**config.mk**
```make
export PLATFORM = sky130hd
export DESIGN_NAME = key_event
export DESIGN_NICKNAME = d
export VERILOG_FILES = /design/src/rtl/key_event_pkg.sv /design/src/rtl/key_edge_det.sv /design/src/rtl/key_event.sv
export SDC_FILE = /design/constraint.sdc
export NUM_CORES = 1
export LEC_CHECK = 0
export ABC_AREA = 1
export BUFFER_PORTS_ARGS = -buffer_cell sky130_fd_sc_hd__clkbuf_2
export CAP_MARGIN = 20
export CORE_MARGIN = 1.5
export CORE_UTILIZATION = 35
export CTS_CLUSTER_SIZE = 25
export DETAILED_ROUTE_END_ITERATION = 6
export GPL_TIMING_DRIVEN = 1
export PLACE_DENSITY_LB_ADDON = 0.25
export REMOVE_ABC_BUFFERS = 1
export SLEW_MARGIN = 10
export SYNTH_ARGS = -nofsm -noshare
export SYNTH_HDL_FRONTEND = slang
export SYNTH_SLANG_ARGS = --single-unit
```
**constraint.sdc**
```tcl
create_clock -name sys_clk -period 1.6 [get_ports sys_clk]
set_clock_uncertainty 0.15 [all_clocks]
set_input_delay 0 -clock sys_clk [delete_from_list [all_inputs] [get_ports sys_clk]]
set_output_delay 0 -clock sys_clk [all_outputs]
set_load 0.02 [all_outputs]
```
**src/rtl/key_event_pkg.sv**
```systemverilog
// Shared types and default timing constants for the key press-pattern classifier.
package key_event_pkg;

  localparam int unsigned DEF_CNT_W    = 26;
  localparam int unsigned DEF_LONG_CNT = 50_000_000;  // 1 s at 50 MHz
  localparam int unsigned DEF_DBL_CNT  = 15_000_000;  // 300 ms
  localparam int unsigned DEF_REP_CNT  = 10_000_000;  // 200 ms

  typedef enum logic [2:0] {
    IDLE,
    PRESS1,
    GAP,
    WAIT_REL,
    HOLD
  } state_t;

  typedef struct packed {
    logic key_short;
    logic key_double;
    logic key_long;
    logic key_repeat;
  } evt_t;

endpackage

```
**src/rtl/key_edge_det.sv**
```systemverilog
// Previous-level register plus press/release decode for an active-low key.
module key_edge_det (
  input  logic clk,
  input  logic rst,
  input  logic key,
  output logic press,
  output logic rel
);

  logic key_d;

  // Resets to "released" so a key held through reset shows up as a press.
  always_ff @(posedge clk) begin
    if (rst) key_d <= 1'b1;
    else     key_d <= key;
  end

  assign press = key_d & ~key;
  assign rel   = key;

endmodule

```
**src/rtl/key_event.sv**
```systemverilog
// Classifies debounced key activity into short/double/long/repeat event pulses.
module key_event
  import key_event_pkg::*;
#(
  parameter int unsigned CNT_W    = DEF_CNT_W,
  parameter int unsigned LONG_CNT = DEF_LONG_CNT,
  parameter int unsigned DBL_CNT  = DEF_DBL_CNT,
  parameter int unsigned REP_CNT  = DEF_REP_CNT
) (
  input  logic sys_clk,
  input  logic sys_rst,
  input  logic key_in,
  output logic key_short,
  output logic key_double,
  output logic key_long,
  output logic key_repeat,
  output logic key_busy
);

  localparam logic [CNT_W-1:0] LONG_TC = CNT_W'(LONG_CNT - 1);
  localparam logic [CNT_W-1:0] DBL_TC  = CNT_W'(DBL_CNT - 1);
  localparam logic [CNT_W-1:0] REP_TC  = CNT_W'(REP_CNT - 1);

  state_t           state, state_nxt;
  logic [CNT_W-1:0] cnt, cnt_nxt;
  logic             cnt_clr;
  evt_t             evt, evt_nxt;
  logic             press, rel;

  key_edge_det u_edge (
    .clk   (sys_clk),
    .rst   (sys_rst),
    .key   (key_in),
    .press (press),
    .rel   (rel)
  );

  always_ff @(posedge sys_clk) begin
    if (sys_rst) begin
      state <= IDLE;
      cnt   <= '0;
      evt   <= '0;
    end else begin
      state <= state_nxt;
      cnt   <= cnt_nxt;
      evt   <= evt_nxt;
    end
  end

  // Release/press checks come first in each state so they win over terminal counts.
  always_comb begin
    state_nxt = state;
    cnt_clr   = 1'b0;
    evt_nxt   = '0;
    case (state)
      IDLE: begin
        if (press) state_nxt = PRESS1;
      end
      PRESS1: begin
        if (rel) begin
          state_nxt = GAP;
        end else if (cnt == LONG_TC) begin
          evt_nxt.key_long = 1'b1;
          state_nxt        = HOLD;
        end
      end
      GAP: begin
        if (press) begin
          evt_nxt.key_double = 1'b1;
          state_nxt          = WAIT_REL;
        end else if (cnt == DBL_TC) begin
          evt_nxt.key_short = 1'b1;
          state_nxt         = IDLE;
        end
      end
      WAIT_REL: begin
        if (rel) state_nxt = IDLE;
      end
      HOLD: begin
        if (rel) begin
          state_nxt = IDLE;
        end else if (cnt == REP_TC) begin
          evt_nxt.key_repeat = 1'b1;
          cnt_clr            = 1'b1;
        end
      end
      default: state_nxt = IDLE;
    endcase

    if (state_nxt != state || cnt_clr) cnt_nxt = '0;
    else if (state != IDLE)            cnt_nxt = cnt + CNT_W'(1);
    else                               cnt_nxt = cnt;
  end

  assign key_short  = evt.key_short;
  assign key_double = evt.key_double;
  assign key_long   = evt.key_long;
  assign key_repeat = evt.key_repeat;
  assign key_busy   = (state != IDLE);

endmodule

```
## Yosys cells after proc, flatten, opt, wreduce, memory -nomap -nowiden

Index checks and enable logic that the tools add are counted.

- Register bits after elaboration: 34
- Latch bits: 0
- Memory bits (writable): 0
- Memory bits (read-only): 0
- Bits of input ports: 3
- Output and inout bits: 5
- Word-level logic and storage cells: 41
- Memories kept: 0

- Add/subtract/negate cells: 1
- $mul: 0
- Divide/modulo/power cells: 0
- Order comparisons: 0
- Equality and inequality tests: 8
- Shifts and indexed selects: 0
- Mux-type cells: 13
- Bitwise logic cells: 4
- Reductions and logical operators: 8

Operators by type and width:

| cell | number |
|---|---|
| 26-bit by 24-bit equality test with 1-bit output, second input constant | 2 |
| 26-bit by 1-bit adder with 26-bit output, second input constant | 1 |
| 26-bit equality test, second input constant | 1 |
| 3-bit two-way mux | 6 |
| 3-bit one-hot mux with 4 select lines | 1 |
| 3-bit by 2-bit equality test with 1-bit output, second input constant | 2 |
| 1-bit two-way mux | 6 |
| 2-bit OR reduction | 3 |
| 3-bit OR reduction | 2 |
| 3-bit by 1-bit equality test with 1-bit output, second input constant | 1 |
| 3-bit equality test, second input constant | 1 |
| 3-bit logical NOT | 1 |
| 3-bit != test | 1 |
| 1-bit inverter | 3 |
| 3-bit nonzero test | 1 |
| 1-bit bitwise AND | 1 |
| 1-bit logical OR | 1 |

## Logic depth before layout (Yosys ltp)

Gate-level depths: netlist (run 1).

- Depth in word-level cells: 7
- Depth in mapped cells: 11

## Hierarchy

Synthesis (run 1) repeated with hierarchy kept, for this count alone.

- Cells, all modules: 318
- Area, all modules: 2084.5 um2

Modules (own cells, without submodules):

| module | times used | cells each | area each (um2) |
|---|---|---|---|
| key_event | 1 | 311 | 2038.2 |
| key_edge_det | 1 | 7 | 46.3 |

## Worst setup path before layout (run 1)

Ideal clock, no wire load.

- Path kind: register -> register
- Start: reg cnt[1]
- End: reg cnt[3]
- Library setup time: 117 ps
- Arrival: 1473 ps
- Data required time: 1333 ps
- Slack: -139 ps
- Cell stages (with the launch flop): 12
- Path buffers: 1
- Clock period less this slack: 1739 ps
- Path through: dfxtp_1 -> ha_1 -> inv_1 -> nor2_2 -> nand2_1 -> nor2_1 -> nand3_1 -> nor2_1 -> nor2_2 -> nand3_4 -> buf_8 -> nor2_2

- Word-level cells in the longest chain between the ends: 7
- Elaborated cells between the ends (all ways): 15
- Those cells by class: 1 x add/sub; 4 x eq/ne; 8 x mux; 2 x reduce/logical

Ends and longest elaborated chain:

| item | line | text |
|---|---|---|
| start: declaration | key_event.sv:25 | `logic [CNT_W-1:0] cnt, cnt_nxt;` |
| start signal: assignment | key_event.sv:45 | `cnt <= cnt_nxt;` |
| 26-bit by 24-bit equality test with 1-bit output or 26-bit equality test (tied branches) | key_event.sv:71, key_event.sv:62 |  |
| 3-bit two-way mux, on equally long branches | key_event.sv:71, key_event.sv:62 |  |
| 3-bit two-way mux, on equally long branches | key_event.sv:68, key_event.sv:60 |  |
| 3-bit one-hot mux with 4 select lines | key_event.sv:55 | `case (state)` |
| 3-bit != test | key_event.sv:90 | `if (state_nxt != state \|\| cnt_clr) cnt_nxt = '0;` |
| 1-bit logical OR | key_event.sv:90 |  |
| 2-bit OR reduction (no source line) | -- |  |

Several ways; a longest one is shown, not always the timed one.
A chain may end at the register's enable or synchronous reset.

## Worst setup path after layout (run 1)

- Start: reg cnt[0]
- End: reg cnt[10]

The elaborated chain is that of the path after synthesis.

==> flow_metrics.env, run 1 <==
export IMPL_outcome="complete, but fails checks"
export IMPL_violations="setup timing"
export IMPL_grt_busiest_layer="met2"
export IMPL_synthTopCellsByArea="dfxtp_1 (33%), nor2_1 (12%), nand2_1 (12%)"
export IMPL_dp_hpwl_um=4482
export IMPL_fp_dieH_um=79.24
export IMPL_synth_compound_area_frac=0.02460
export IMPL_drt_initial_drc_count=195
export IMPL_hold_class="in -> reg"
export IMPL_synth_xor_xnor_area_share=0.08180
export IMPL_post_drt_wl_per_cell_um=13.05
export IMPL_synth_area_um2=2034
export IMPL_use_met3=0.03448
export IMPL_antenna_cells=0
export IMPL_dieArea_um2=6279
export IMPL_postRouteWirelength_um=6266
export IMPL_layout_common_cells="buf_4 (83), nand2_1 (63), nor2_1 (56)"
export IMPL_route_detailed_drc=0
export IMPL_worst_ir_drop_vdd_uv=421.5
export IMPL_worstMarginPinSlew_ns=0.2772
export IMPL_overflow=0
export IMPL_antenna_found_initial=0
export IMPL_area_growth_pct=52.89
export IMPL_floorplan_io_pins=8
export IMPL_rows=27
export IMPL_core_um2=5574
export IMPL_total_power_mw=2.088
export IMPL_utilization=0.5580
export IMPL_clock_sinks=34
export IMPL_hold_worst_slack_ns=0.05558
export IMPL_nNetsFinal=411
export IMPL_dp_cells=463
export IMPL_yosysTopAreaCell="dfxtp_1"
export IMPL_cts_buffers_inserted=5
export IMPL_final_hold_violation_count=0
export IMPL_fin_cells=480
export IMPL_synth_fa_ha_area_frac=0.006150
export IMPL_start_util=0.3650
export IMPL_met1_usage=0.2710
export IMPL_max_clock_freq_mhz=536.7
export IMPL_syn_inst=307
export IMPL_layout_commonest_cell="buf_4"
export IMPL_rsz0062_at_grt="true"
export IMPL_required_ns=1.63
export IMPL_port_buffers=7
export IMPL_yosys_area_top_type_share=0.3346
export IMPL_min_period_ns=1.863
export IMPL_finalWorstSetupSlack_ns=-0.2634
export IMPL_synth_seq_cells=34
export IMPL_drtAntennaViolNets=0
export IMPL_cts_clk_slew_worst_paths_ns=0.08
export IMPL_synth_top_family_by_area="simple AND/OR/NAND/NOR gates"
export IMPL_yosys_area_share_simple=0.4490
export IMPL_first_global_vias=2165
export IMPL_clk_latency_ns=0.29
export IMPL_synth_distinct_cells=25
export IMPL_grtUsageMet2=0.3607
export IMPL_cts_max_level=2
export IMPL_vias_per_cell=4.698
export IMPL_clockBufferDepth=2
export IMPL_slew_violations=0
export IMPL_yosysWarnings=0
export IMPL_synth_yosys_seq_area_share=0.3346
export IMPL_die_w_um=79.24
export IMPL_pre_cts_slack_ns=-0.2904
export IMPL_cp_max_fo=8
export IMPL_drtPass1Iterations=4
export IMPL_crit_type="reg -> reg"
export IMPL_synth_area_mux_share=0.004920
export IMPL_setup_viol=26
export IMPL_cp_arrival_ns=1.89
export IMPL_drive_gt1_frac=0.4142
export IMPL_power_density_nw_per_um2=671.2
export IMPL_route_vias_total=2255
export IMPL_start_kind="flop"
export IMPL_power_leakage_nw=1.296
export IMPL_min_period_over_period=1.165
export IMPL_worst_setup_path_end_kind="flop"
export IMPL_relSlewSlack=0.8145
export IMPL_cts_tree="yes"
export IMPL_track_usage=0.2131
export IMPL_grt_pass1_wl_um=10160
export IMPL_gp_congestion=0.8714
export IMPL_syn_area_per_cell_um2=6.627
export IMPL_grt_max_degree=12
export IMPL_drv_cap=0
export IMPL_cts_root_buffer="clkbuf_8"
==> power by group <==
part	internal [mW]	switching (mW)	total [mW]
clock network	0.665	0.330	0.995
registers	0.854	0.00645	0.860
logic	0.112	0.121	0.233
total	1.63	0.458	2.09
==> final cells by class <==
cell class | count | area, µm²
multi-input combinational | 226 | 1242
clock inverter | 2 | 60.06
fill | 507 | 2464
tap | 72 | 90.09
inverter | 43 | 161.4
clock buffer | 6 | 82.58
timing repair buffer | 97 | 779.5
sequential | 34 | 694.4
==> sequential cells by signal (all words and copies together), names as in the netlist <==
signal        cells
key_repeat        1
key_double        1
u_edge.key_d      1
key_long          1
state             3
key_short         1
cnt              26
==> repair_timing <==
item                                   in CTS  in global routing
pin swaps                                   2                  4
setup endpoints to repair                  28                 29
gates cloned                                2                  0
hold buffers                                2                  0
setup buffers                               8                  1
endpoints found under the hold margin       8                  0
resized for setup                          16                 26
==> cells by family (layout without fill, tap and decap cells) <==
kind of cell | Yosys count | after routing
flip-flops | 34 | 34
XOR/XNOR | 19 | 19
multiplexers | 1 | 1
AO/OA/AOI/OAI | 8 | 8
AND/OR/NAND/NOR | 197 | 197
buffers and inverters | 47 | 148
adder cells (fa/ha/maj) | 1 | 1
==> synth_stat cells <==
cell,number
a211oi_1,1
a21oi_1,3
a21oi_2,1
a31oi_1,1
buf_2,2
buf_8,2
dfxtp_1,34
ha_1,1
inv_1,43
mux2i_1,1
nand2_1,65
nand2_2,3
nand3_1,15
nand3_2,1
nand3_4,1
nand4_1,15
nor2_1,67
nor2_2,24
nor2_4,2
nor3_1,2
nor3_2,2
o211ai_1,1
o21ai_0,1
xnor2_1,4
xor2_1,15
==> worst max-delay path, cell delays in order (launching register included) <==
cell and delay (ns):
dfxtp_2 0.36, ha_4 0.14, inv_2 0.04, nor2_4 0.12, nand2_2 0.10, nor2_2 0.10, nand2_1 0.09, nand2_2 0.09
o211ai_1 0.13, nand3_4 0.13, buf_12 0.13, buf_16 0.13, nor2_2 0.03
==> metrics by stage <==
stage               TNS (ns)  instance area (µm²)
global placement      -5.217                 2740
global route          -8.252                 3110
CTS                   -5.182                 3073
detailed placement    -7.096                 2740
floorplan             -4.300                 1994
finish                -5.448                 3110
==> per-layer routing <==
layer	wire length [µm]	part of all wire
met5	0	0
met4	155	0.025
met3	300	0.048
met2	3005	0.48
met1	2805	0.45
==> worst paths after layout <==
check | cells past startpoint | to | start | slack (ns)
hold / removal | 5 | state[2] | key_in | 0.06
hold reg to reg | 4 | key_double | u_edge.key_d | 0.41
setup reg to reg | 12 | cnt[10] | cnt[0] | -0.26
setup / recovery | 12 | cnt[10] | cnt[0] | -0.26
Power figures use the tool's default switching activity.
==> inputs of run 2 (changes only) <==
Settings changed: ABC_AREA 1 to unset.
==> flow_metrics.env, run 2 <==
export IMPL_outcome="complete, but fails checks"
export IMPL_violations="setup timing"
export IMPL_layout_common_cells="buf_4 (62), dfxtp_1 (32), nor3_1 (20)"
export IMPL_final_hold_violation_count=0
export IMPL_yosys_area_top_type_share=0.3796
export IMPL_drtPass1Iterations=4
export IMPL_power_density_nw_per_um2=651.3
export IMPL_utilization=0.5379
export IMPL_nFillCells=474
export IMPL_placed_cell_area_um2=2360
export IMPL_synth_distinct_cells=42
export IMPL_fin_area_um2=2591
export IMPL_worst_setup_path_end_kind="flop"
export IMPL_crit_type="reg -> reg"
export IMPL_path_buf_inv=1
export IMPL_cts_tree="yes"
export IMPL_yosysWarnings=0
export IMPL_worst_ir_drop_vdd_uv=543.4
export IMPL_rsz0062_at_grt="true"
export IMPL_synth_area_um2=1793
export IMPL_cts_buffers_inserted=5
export IMPL_track_usage=0.1885
export IMPL_pwr_share_clk=0.412
export IMPL_ys_top_cells_by_count="dfxtp_1 (34), nor3_1 (24), nand2_1 (17)"
export IMPL_required_ns=1.65
export IMPL_min_period_ns=2.122
export IMPL_gp_congestion=0.8460
export IMPL_synth_yosys_seq_area_share=0.3796
export IMPL_max_stage_delay_ns=0.53
export IMPL_antenna_cells=0
export IMPL_die_w_um=74.58
export IMPL_dieArea_um2=5561
export IMPL_p_seq_frac=0.508
export IMPL_drt_initial_drc_count=109
export IMPL_p_int_mw=1.263
export IMPL_swShare=0.2515
export IMPL_synth_seq_cells=34
export IMPL_antenna_found_initial=0
export IMPL_crit_chain="or4b_4 -> nor4_4 -> buf_4 -> nand2_2 -> or3_4 -> and4b_1"
export IMPL_crit_slowest_cell="or4b_4"
export IMPL_hold_worst_slack_ns=0.02992
export IMPL_drtAntennaViolNets=0
export IMPL_start_util=0.3722
export IMPL_post_drt_wl_per_cell_um=14.16
export IMPL_cts_max_level=2
export IMPL_worstMarginPinSlew_ns=0.6422
export IMPL_setup_viol=32
export IMPL_core_um2=4817
export IMPL_vias_per_cell=4.951
export IMPL_clockBufferDepth=2
export IMPL_drive_gt1_frac=0.3907
export IMPL_dp_hpwl_um=3556
export IMPL_cp_arrival_ns=2.17
export IMPL_min_period_over_period=1.326
export IMPL_clk_latency_ns=0.30
export IMPL_rows=25
export IMPL_port_buffers=7
export IMPL_synthTopCellsByArea="dfxtp_1 (38%), nor3_1 (6.7%), xnor2_1 (6.4%)"
export IMPL_rrSetupSlack_ns=-0.52
export IMPL_drv_cap=0
export IMPL_slew_violations=0
export IMPL_top_regs="cnt: 26 flops, state: 3 flops"
export IMPL_pwr_share_comb=0.080
export IMPL_yosysTopAreaCell="dfxtp_1"
export IMPL_grt_max_degree=14
export IMPL_cts_clk_slew_worst_paths_ns=0.08
export IMPL_p_sw_uw=424.5
export IMPL_hold_class="in -> reg"
export IMPL_layout_commonest_cell="buf_4"
export IMPL_relSlewSlack=0.5664
export IMPL_postRouteWirelength_um=4901
export IMPL_area_growth_pct=44.52
export IMPL_overflow=0
export IMPL_cp_top_family="simple AND/OR/NAND/NOR gates"
export IMPL_start_kind="flop"
export IMPL_setup_tns_ns=-14.63
export IMPL_route_detailed_drc=0
export IMPL_clock_sinks=34
export IMPL_cts_root_buffer="clkbuf_8"
export IMPL_nNetsFinal=282
export IMPL_synthFlopType="dfxtp_1"
export IMPL_cp_max_fo=4
export IMPL_synth_edf_count=0
export IMPL_async_flop_share=0
export IMPL_power_leakage_nw=0.9518
export IMPL_syn_inst=205
export IMPL_first_global_vias=1562
export IMPL_grt_pass1_wl_um=7734
export IMPL_floorplan_io_pins=8
export IMPL_largest_reg_flops=26
export IMPL_synth_most_common_cell="dfxtp_1"
export IMPL_route_vias_total=1713
export IMPL_max_clock_freq_mhz=471.3
export IMPL_regMostFlops="cnt"
export IMPL_syn_area_per_cell_um2=8.746
export IMPL_finalWorstSetupSlack_ns=-0.5220
export IMPL_fp_dieH_um=74.58
run 2: changes by cell type in the layout (fill, tap and decap cells not counted), moves of 8 or more:
cell     before  now
buf_4        83   62
nor3_1        1   20
nor2_1       56   14
xnor2_1       4   13
dfxtp_2      11    2
nor2_2       31    2
nand2_1      63   16
dfxtp_1      23   32
inv_1        41    4
nand4_1      15    7
run 2: what timing repair did:
action	in CTS	in global routing
endpoints found under the setup margin	32	32
hold buffers	1	0
setup buffers	0	2
hold endpoints to repair	7	0
pin swaps	1	6
gates cloned	0	2
gates resized for setup	4	22
run 2: logic make-up after synthesis:
kind of cell               synth area share
buffers and inverters               0.03698
muxes                              0.005583
DFF                                  0.3796
and+or+nand+nor                      0.3950
xor gates and xnor gates             0.1221
adders and majority gates          0.006977
AOI/OAI and AO/OA                   0.05374
run 2: tightest hold or removal path: stages:
cell	delay [ns]
clkbuf_2	0.10
buf_4	0.15
or2_2	0.18
run 2: path summary, 6_finish.rpt:
| check | start | to | cells past startpoint |
|---|---|---|---|
| max | cnt[7] | cnt[5] | 6 |
| max reg2reg | cnt[7] | cnt[5] | 6 |
| min | key_in | u_edge.key_d | 3 |
| min reg2reg | u_edge.key_d | key_double | 3 |
run 2: per-layer routing:
metal	up-vias	track usage	wire, µm
met4	0	0.09495	102
li1	882	-	-
met5	-	0	0
met1	788	0.2659	2453
met3	9	0.03659	200
met2	34	0.2728	2144
run 2: power groups by stage:
stage / Clock [mW] / Sequential [mW] / Combinational, mW
6_report: 0.696 / 0.857 / 0.134
3_5_place_dp: 0 / 0.877 / 0.115
5_1_grt: 0.738 / 0.858 / 0.144
2_1_floorplan: 0 / 0.881 / 0.0482
3_3_place_gp: 0 / 0.877 / 0.114
4_1_cts: 0.704 / 0.857 / 0.120
run 2: layout make-up:
cell class | instances | area (µm²) | area share
timing repair buffer | 77 | 589.3 | 0.2274
tap | 67 | 83.83 | 0.03235
clock buffer | 6 | 82.58 | 0.03187
sequential | 34 | 683.2 | 0.2636
clock inverter | 2 | 12.51 | 0.004829
inverter | 4 | 15.01 | 0.005794
multi-input combinational | 156 | 1125 | 0.4341
run 2: through the flow:
step | total power, mW | worst slack (ns) | std cells
finish | 1.688 | -0.5220 | 346
global route | 1.741 | -0.5852 | 346
CTS | 1.682 | -0.5053 | 342
detailed placement | 0.9923 | -0.5330 | 333
global placement | 0.9911 | -0.4940 | 333
floorplan | 0.9292 | -1.179 | 194
